==> src/rtl/multi_pulse_stretcher.sv <==
// Multi-channel pulse stretcher.
// Each channel turns an asserted input into a registered output that stays high for
// HOLD_TICKS clock cycles. It can run in one of two modes:
//   - retriggerable: the hold restarts on every high sample.
//   - one-shot: the hold has a fixed length and the input is ignored while active.
// A per-channel clear aborts the hold. A one-cycle done strobe marks each expiry.
//
// Ports:
//   clk_100Hz     tick clock, rising edge
//   rst_n         asynchronous active-low reset
//   sig_in_i      per-channel raw input, synchronous to clk_100Hz
//   retrig_i      per-channel mode: 1 = retriggerable, 0 = one-shot
//   clear_i       per-channel synchronous abort (no done strobe)
//   stretched_o   per-channel stretched output (registered)
//   done_o        per-channel one-cycle strobe on hold expiry (registered)
//   any_active_o  OR of all stretched outputs
module multi_pulse_stretcher #(
  parameter int unsigned NUM_CH     = 4,
  parameter int unsigned HOLD_TICKS = 100,
  parameter int unsigned CNT_W      = 7
) (
  input  logic              clk_100Hz,
  input  logic              rst_n,
  input  logic [NUM_CH-1:0] sig_in_i,
  input  logic [NUM_CH-1:0] retrig_i,
  input  logic [NUM_CH-1:0] clear_i,
  output logic [NUM_CH-1:0] stretched_o,
  output logic [NUM_CH-1:0] done_o,
  output logic              any_active_o
);

  typedef enum logic [0:0] {StIdle, StActive} state_e;

  // Count value on the final cycle of a hold.
  localparam logic [CNT_W-1:0] LastCnt = CNT_W'(HOLD_TICKS - 1);

  for (genvar g = 0; g < NUM_CH; g++) begin : g_ch
    state_e           state_q, state_d;
    logic [CNT_W-1:0] cnt_q, cnt_d;
    logic             str_q, str_d;
    logic             done_q, done_d;

    // Priority: clear > retrigger restart > expiry > count.
    // A retriggerable channel restarts before it can expire, so a high input
    // never lets it reach expiry.
    always_comb begin
      state_d = state_q;
      cnt_d   = cnt_q;
      str_d   = str_q;
      done_d  = 1'b0;
      if (clear_i[g]) begin
        state_d = StIdle;
        cnt_d   = '0;
        str_d   = 1'b0;
      end else begin
        unique case (state_q)
          StIdle: begin
            if (sig_in_i[g]) begin
              state_d = StActive;
              cnt_d   = '0;
              str_d   = 1'b1;
            end
          end
          StActive: begin
            if (retrig_i[g] && sig_in_i[g]) begin
              cnt_d = '0;
            end else if (cnt_q == LastCnt) begin
              // A one-shot channel expires even with the input high. It then
              // re-arms from idle on the next edge, which gives one low cycle.
              state_d = StIdle;
              cnt_d   = '0;
              str_d   = 1'b0;
              done_d  = 1'b1;
            end else begin
              cnt_d = cnt_q + CNT_W'(1);
            end
          end
          default: begin
            state_d = StIdle;
            cnt_d   = '0;
            str_d   = 1'b0;
          end
        endcase
      end
    end

    always_ff @(posedge clk_100Hz or negedge rst_n) begin
      if (!rst_n) begin
        state_q <= StIdle;
        cnt_q   <= '0;
        str_q   <= 1'b0;
        done_q  <= 1'b0;
      end else begin
        state_q <= state_d;
        cnt_q   <= cnt_d;
        str_q   <= str_d;
        done_q  <= done_d;
      end
    end

    assign stretched_o[g] = str_q;
    assign done_o[g]      = done_q;
  end : g_ch

  assign any_active_o = |stretched_o;

endmodule

==> config.mk <==
export PLATFORM = sky130hd
export DESIGN_NAME = multi_pulse_stretcher
export DESIGN_NICKNAME = d
export VERILOG_FILES = /design/src/rtl/multi_pulse_stretcher.sv
export SDC_FILE = /design/constraint.sdc
export NUM_CORES = 1
export LEC_CHECK = 0
export BUFFER_PORTS_ARGS = -buffer_cell sky130_fd_sc_hd__buf_4
export CAP_MARGIN = 25
export CORE_MARGIN = 4
export CORE_UTILIZATION = 30
export CTS_BUF_LIST = sky130_fd_sc_hd__clkbuf_16
export DETAILED_ROUTE_END_ITERATION = 7
export HOLD_SLACK_MARGIN = 0.03
export PLACE_DENSITY = 0.47
export SKIP_LAST_GASP = 1
export SYNTH_ARGS = -nofsm -noshare
export SYNTH_HDL_FRONTEND = slang
export SYNTH_SLANG_ARGS = --single-unit
==> constraint.sdc <==
create_clock -name clk_100Hz -period 1.55 [get_ports clk_100Hz]
set_input_delay 0.155 -clock clk_100Hz [delete_from_list [all_inputs] [get_ports clk_100Hz]]
set_output_delay 0.155 -clock clk_100Hz [all_outputs]
set_load 0.005 [all_outputs]
==> flow_summary.json, run 1 <==
{
  "drt_iter0_drc": 66,
  "cts_tree": "done",
  "peakVddDrop_mv": 0.500,
  "syn_area_per_cell_um2": 9.36,
  "dp_slack_ns": -0.0917,
  "power_switching_share_pct": 23.3,
  "pwr-share-seq_pct": 43.2,
  "end_kind": "output port",
  "slew_headroom_pct": 64.8,
  "worstPathRequired_ns": 1.39,
  "ff_latch_area_um2": 1000,
  "p_int_mw": 1.95,
  "cts_num_sinks": 40,
  "synth_area_leaders": "dfrtp_1 (48%), nand2_1 (4.5%), o21ai_0 (3.8%), a21oi_1 (3.6%), nand3_1 (3.6%)",
  "synth_top_cell_by_area": "dfrtp_1",
  "synthesis.instances": 223,
  "clock_latency_ns": 0.28,
  "syn2layout_area_growth_pct": 34.8,
  "worstMarginPinSlew_ns": 0.527,
  "rows": 30,
  "p_comb_share_pct": 10.2,
  "start_kind": "flop",
  "grt_pass1_wl_mm": 8.37,
  "fin_crit_ns": 1.54,
  "maxSlewViolCount": 0,
  "setup_slack_ns": 0.00967,
  "clk_path_buf_depth": 2,
  "setup_violations": 0,
  "synth_edf_count": 0,
  "seq_area_frac_synth_pct": 47.9,
  "synth_top_cell_area_share_pct": 47.9,
  "cp_slowest_stage_delay_ns": 0.53,
  "final_nets": 291,
  "die_w_um": 91.4,
  "drive_above_1_share_pct": 28.8,
  "grt.total_usage_pct": 12.2,
  "synth_seq_cells": 40,
  "clockRootBuffer": "clkbuf_16",
  "path_cells": "or4_4, buf_6",
  "core_area_um2": 6790,
  "drt-vias-per-instance": 4.82,
  "path_clk_slew_ns": 0.06,
  "skew_ns": 0.00635,
  "multi_input_area_um2": 1070,
  "grt.overflow.total": 0,
  "n_fill_cell": 688,
  "grt_pass1_vias": 1793,
  "power_density_nw_per_um2": 903,
  "rsz0062_at_grt": "true",
  "drc_errors": 0,
  "synth_fp_nets": 241,
  "htreeDepth": 2,
  "final_antenna_net_count": 0,
  "antennaDiodeCount": 0,
  "antenna_found_initial": 0,
  "hpwl_mm": 3.40,
  "synth_cell_types": 43,
  "gp_congestion": 0.782,
  "clock.fmax_mhz": 649,
  "dieArea_um2": 8360,
  "io_pins": 23,
  "dr_total_vias": 1784,
  "hold_ws_ns": 0.0512,
  "worstPathArrival_ns": 1.39,
  "routed_wirelength_mm": 4.89,
  "async_flop_share_pct": 100,
  "yosys_warnings": 0,
  "p_total_mw": 2.54,
  "crit_type": "flop to output port",
  "p_sw_mw": 0.592,
  "timing.final.crit_share_pct": 99.4,
  "grt_max_degree": 41,
  "tns_ns": 0,
  "routedWlPerCell_um": 13.2,
  "outcome": "completed",
  "cts-buffers-inserted": 5,
  "portBuffers": 22,
  "drtPass1Iterations": 4,
  "drv_cap": 0,
  "cp_max_fo": 2,
  "slowest_stage": "or4_4",
  "final_hold_viol_count": 0,
  "min_path_type": "input port to flop",
  "start_util_pct": 30.7,
  "power_leakage_nw": 1.27,
  "synthFlopType": "dfrtp_1",
  "fp.dieH_um": 91.4,
  "netlist_area_um2": 2090,
  "clock_power_share_pct": 46.7
}
per-layer routing:
layer	global-route usage (%)	wire length (um)	share of wire, %
met1	17.2	2480	51
met2	18.5	2160	44
met3	2.73	187	3.8
met4	4.02	63	1.3
met5	0	0	0
cell usage in the layout, fill, tap and decap left out, types with 5 or more instances in the layout:
cell / count
inv_1: 10
dfrtp_1: 40
nand2_1: 24
clkbuf_16: 5
nor3_1: 7
a21oi_1: 15
buf_4: 53
xor2_1: 6
and3_1: 8
nor2_1: 11
a31oi_1: 6
o21ai_0: 15
nand3_1: 15
cells by family after synthesis:
family / Yosys count / synth area share, %
simple gates: 89 / 22.1
compound gates: 60 / 18.5
flops: 40 / 47.9
buf+inv: 23 / 5.99
xor+xnor: 6 / 2.52
fa+ha+maj: 4 / 2.40
mux: 1 / 0.539
through the flow:
| stage | instances | utilization [%] | instance area [um^2] |
|---|---|---|---|
| after detailed placement | 358 | 37.2 | 2530 |
| final | 370 | 41.4 | 2810 |
| after global placement | 358 | 37.2 | 2530 |
| after CTS | 367 | 40.0 | 2720 |
| after floorplan | 223 | - | 2100 |
| after global routing | 370 | 41.4 | 2810 |
critical path: cells and delay by family, from the launching register on:
family | cells | cell delay (ns)
buffers and inverters | 1 | 0.13
flip-flops | 1 | 0.43
AND/OR/NAND/NOR | 1 | 0.53
flip-flops by register name, summed over array words and instances, names as in the netlist:
| name | cells |
|---|---|
| g_ch.cnt_q | 28 |
| g_ch.str_q | 4 |
| g_ch.done_q | 4 |
| g_ch.state_q | 4 |
synthesized netlist by cell type, types with 3 or more instances:
library cell  number
a21oi_1           15
a31oi_1            8
a32o_1             3
a41oi_1            4
and3_1             8
buf_4              8
dfrtp_1           40
ha_1               4
inv_1             10
nand2_1           25
nand3_1           15
nand4_1            4
nor2_1            11
nor3_1             7
o21ai_0           16
o2bb2ai_1          3
or3_1              5
xor2_1             6
what timing repair did:
action | in CTS | in global routing
pin swaps | 0 | 4
buffers inserted | 0 | 2
hold buffers | 1 | 0
endpoints found under the setup margin | 8 | 19
gates cloned | 0 | 1
hold endpoints to repair | 40 | 0
resized for setup | 4 | 11
final timing paths:
check	from	end	slack, ns	cells after the start
setup / recovery	g_ch[0].str_q$_DFFE_PN0P_	any_active_o	0.01	2
hold / removal	clear_i[1]	g_ch[1].state_q$_DFF_PN0_	0.05	2
max in group asynchronous	rst_n	g_ch[3].done_q$_DFF_PN0_	0.79	2
hold reg to reg	g_ch[3].cnt_q[6]$_DFFE_PN0P_	g_ch[3].cnt_q[6]$_DFFE_PN0P_	0.49	1
setup reg to reg	g_ch[1].cnt_q[1]$_DFFE_PN0P_	g_ch[1].cnt_q[1]$_DFFE_PN0P_	0.04	4
min in group asynchronous	rst_n	g_ch[2].cnt_q[1]$_DFFE_PN0P_	0.39	2
cell type report:
| cell class | instances | share of cell area (%) |
|---|---|---|
| clock buffer | 5 | 4.45 |
| clock inverter | 3 | 1.51 |
| sequential | 40 | 35.6 |
| multi-input combinational | 161 | 38.0 |
| timing repair buffer | 55 | 14.9 |
| inverter | 10 | 1.33 |
| tap | 96 | 4.27 |
power by group through the flow:
| stage | Clock (mW) | Sequential, mW | Combinational (mW) |
|---|---|---|---|
| finish | 1.19 | 1.10 | 0.258 |
| global route | 1.26 | 1.10 | 0.293 |
| CTS | 1.22 | 1.10 | 0.248 |
| detailed placement | 0 | 1.12 | 0.239 |
| global placement | 0 | 1.12 | 0.239 |
| floorplan | 0 | 1.11 | 0.109 |
(Power assumes the default switching activity.)
==> inputs of run 2 (changes only) <==
- CORE_UTILIZATION: 30 -> 25
- CTS_CLUSTER_SIZE: default -> 25
- PLACE_DENSITY: 0.47 -> 0.41
==> run 2 against run 1 <==
Die area increased by 18%. Non-clock buffer count unchanged. Clock skew decreased by 0.0034 ns. Core utilization decreased by 8.1 points. Global-route usage decreased by 1.4 points.
==> flow_summary.json, run 2 (synthesis results as in run 1) <==
{
  "outcome": "completed",
  "grt_max_degree": 41,
  "core_area_um2": 8180,
  "die_w_um": 99.4,
  "final_antenna_net_count": 0,
  "cts_num_sinks": 40,
  "htreeDepth": 2,
  "largest-register": "g_ch.cnt_q",
  "dp.cells": 368,
  "portBuffers": 22,
  "most-common-layout-cells": "buf_4 (54), dfrtp_1 (39), nand2_1 (24)",
  "setup_violations": 0,
  "power_density_nw_per_um2": 851,
  "dr_total_vias": 1802,
  "grt.total_usage_pct": 10.8,
  "clk_path_buf_depth": 2,
  "timing.final.crit_share_pct": 97.4,
  "power_leakage_nw": 1.24,
  "p_comb_share_pct": 10.7,
  "cp_num_buf_inv": 0,
  "cts_tree": "done",
  "skew_ns": 0.00295,
  "routedWlPerCell_um": 13.1,
  "antennaDiodeCount": 0,
  "drive_above_1_share_pct": 27.6,
  "final_cells": 377,
  "end_kind": "flop",
  "rsz0062_at_grt": "true",
  "rows": 33,
  "power_switching_share_pct": 23.8,
  "cp_max_fo": 9,
  "final_common_cell": "buf_4",
  "ff2ff_setup_slack_ns": 0.04,
  "drtPass1Iterations": 4,
  "fp.dieH_um": 99.4,
  "antenna_found_initial": 0,
  "path_delay_family": "simple AND/OR/NAND/NOR gates",
  "fin_crit_ns": 1.51,
  "grt_pass1_wl_mm": 8.58,
  "start_kind": "flop",
  "hold_ws_ns": 0.0618,
  "dieArea_um2": 9880,
  "p_int_mw": 1.77,
  "clockRootBuffer": "clkbuf_16",
  "p_total_mw": 2.32,
  "clock_power_share_pct": 41.9,
  "io_pins": 23,
  "cp_slowest_stage_delay_ns": 0.49,
  "worstPathRequired_ns": 1.71,
  "path_clk_slew_ns": 0.06,
  "hpwl_mm": 3.56,
  "peakVddDrop_mv": 0.434,
  "grt_pass1_vias": 1826,
  "largest_reg_flops": 28,
  "drt-vias-per-instance": 4.78,
  "path_cells": "ha_4, nand2b_4, or4_4, a31oi_1, a21oi_1",
  "gp_congestion": 0.746,
  "start_util_pct": 25.5,
  "maxSlewViolCount": 0,
  "grt.overflow.total": 0,
  "routed_wirelength_mm": 4.94,
  "clock_latency_ns": 0.28,
  "drc_errors": 0,
  "pwr-share-seq_pct": 47.4,
  "p_sw_mw": 0.551,
  "clock.fmax_mhz": 663,
  "cts-buffers-inserted": 5,
  "crit_type": "flop to flop",
  "final_nets": 290,
  "worstPathArrival_ns": 1.67,
  "worstMarginPinSlew_ns": 0.537,
  "drt_iter0_drc": 24,
  "slew_headroom_pct": 64.2,
  "drv_cap": 0,
  "n_fill_cell": 874,
  "slowest_stage": "or4_4",
  "final_hold_viol_count": 0,
  "min_path_type": "input port to flop",
  "syn2layout_area_growth_pct": 30.4
}
run 2: metal layers:
layer / track usage, % / routed length, um / share of wire (%)
met2: 17.4 / 2330 / 47
met1: 13.8 / 2310 / 47
met4: 4.20 / 92 / 1.9
met3: 3.02 / 200 / 4.1
met5: 0 / 0 / 0
run 2: final timing paths:
check | startpoint | end | cells past startpoint
max | g_ch[1].cnt_q[1]$_DFFE_PN0P_ | g_ch[1].cnt_q[3]$_DFFE_PN0P_ | 5
min | clear_i[1] | g_ch[1].state_q$_DFF_PN0_ | 2
max reg2reg | g_ch[1].cnt_q[1]$_DFFE_PN0P_ | g_ch[1].cnt_q[3]$_DFFE_PN0P_ | 5
min reg2reg | g_ch[3].cnt_q[6]$_DFFE_PN0P_ | g_ch[3].cnt_q[6]$_DFFE_PN0P_ | 1
max in group asynchronous | rst_n | g_ch[3].str_q$_DFFE_PN0P_ | 2
min in group asynchronous | rst_n | g_ch[2].cnt_q[0]$_DFFE_PN0P_ | 2
run 2: worst reg2reg max path: stages, from the launching register on:
cell and delay [ns]:
dfrtp_1 0.39, ha_4 0.18, nand2b_4 0.06, or4_4 0.49, a31oi_1 0.19, a21oi_1 0.09
run 2: per-stage QoR:
step	utilization, %	setup WS [ns]	area (um^2)	TNS [ns]
6_report	33.3	0.0410	2720	0
5_1_grt	33.3	-0.0243	2720	-0.115
4_1_cts	33.1	0.00737	2700	0
3_5_place_dp	31.1	-0.0340	2540	-0.164
3_3_place_gp	31.1	-0.0103	2540	-0.0238
2_1_floorplan	-	0.00658	2100	0
run 2: power groups by stage:
stage	clock, mW	combinational, mW	sequential [mW]
floorplan	0	0.109	1.11
global placement	0	0.241	1.12
detailed placement	0	0.239	1.12
CTS	1.02	0.249	1.10
global route	1.06	0.285	1.10
finish	0.971	0.248	1.10
run 2: what timing repair did:
item	CTS	global route
hold endpoints to repair	40	0
setup buffers	1	0
hold buffers	1	0
pin swaps	0	2
endpoints found under the setup margin	7	16
gates resized for setup	2	6
run 2: cell type report:
type / count / area [um^2] / share of cell area (%)
clock buffers: 5 / 125 / 4.60
flip-flops and latches: 40 / 1000 / 36.8
repair buffers: 55 / 415 / 15.3
multi-input cells: 160 / 1000 / 36.8
inverters: 10 / 37.5 / 1.38
well taps: 105 / 131 / 4.83
clock inverters: 2 / 8.76 / 0.322
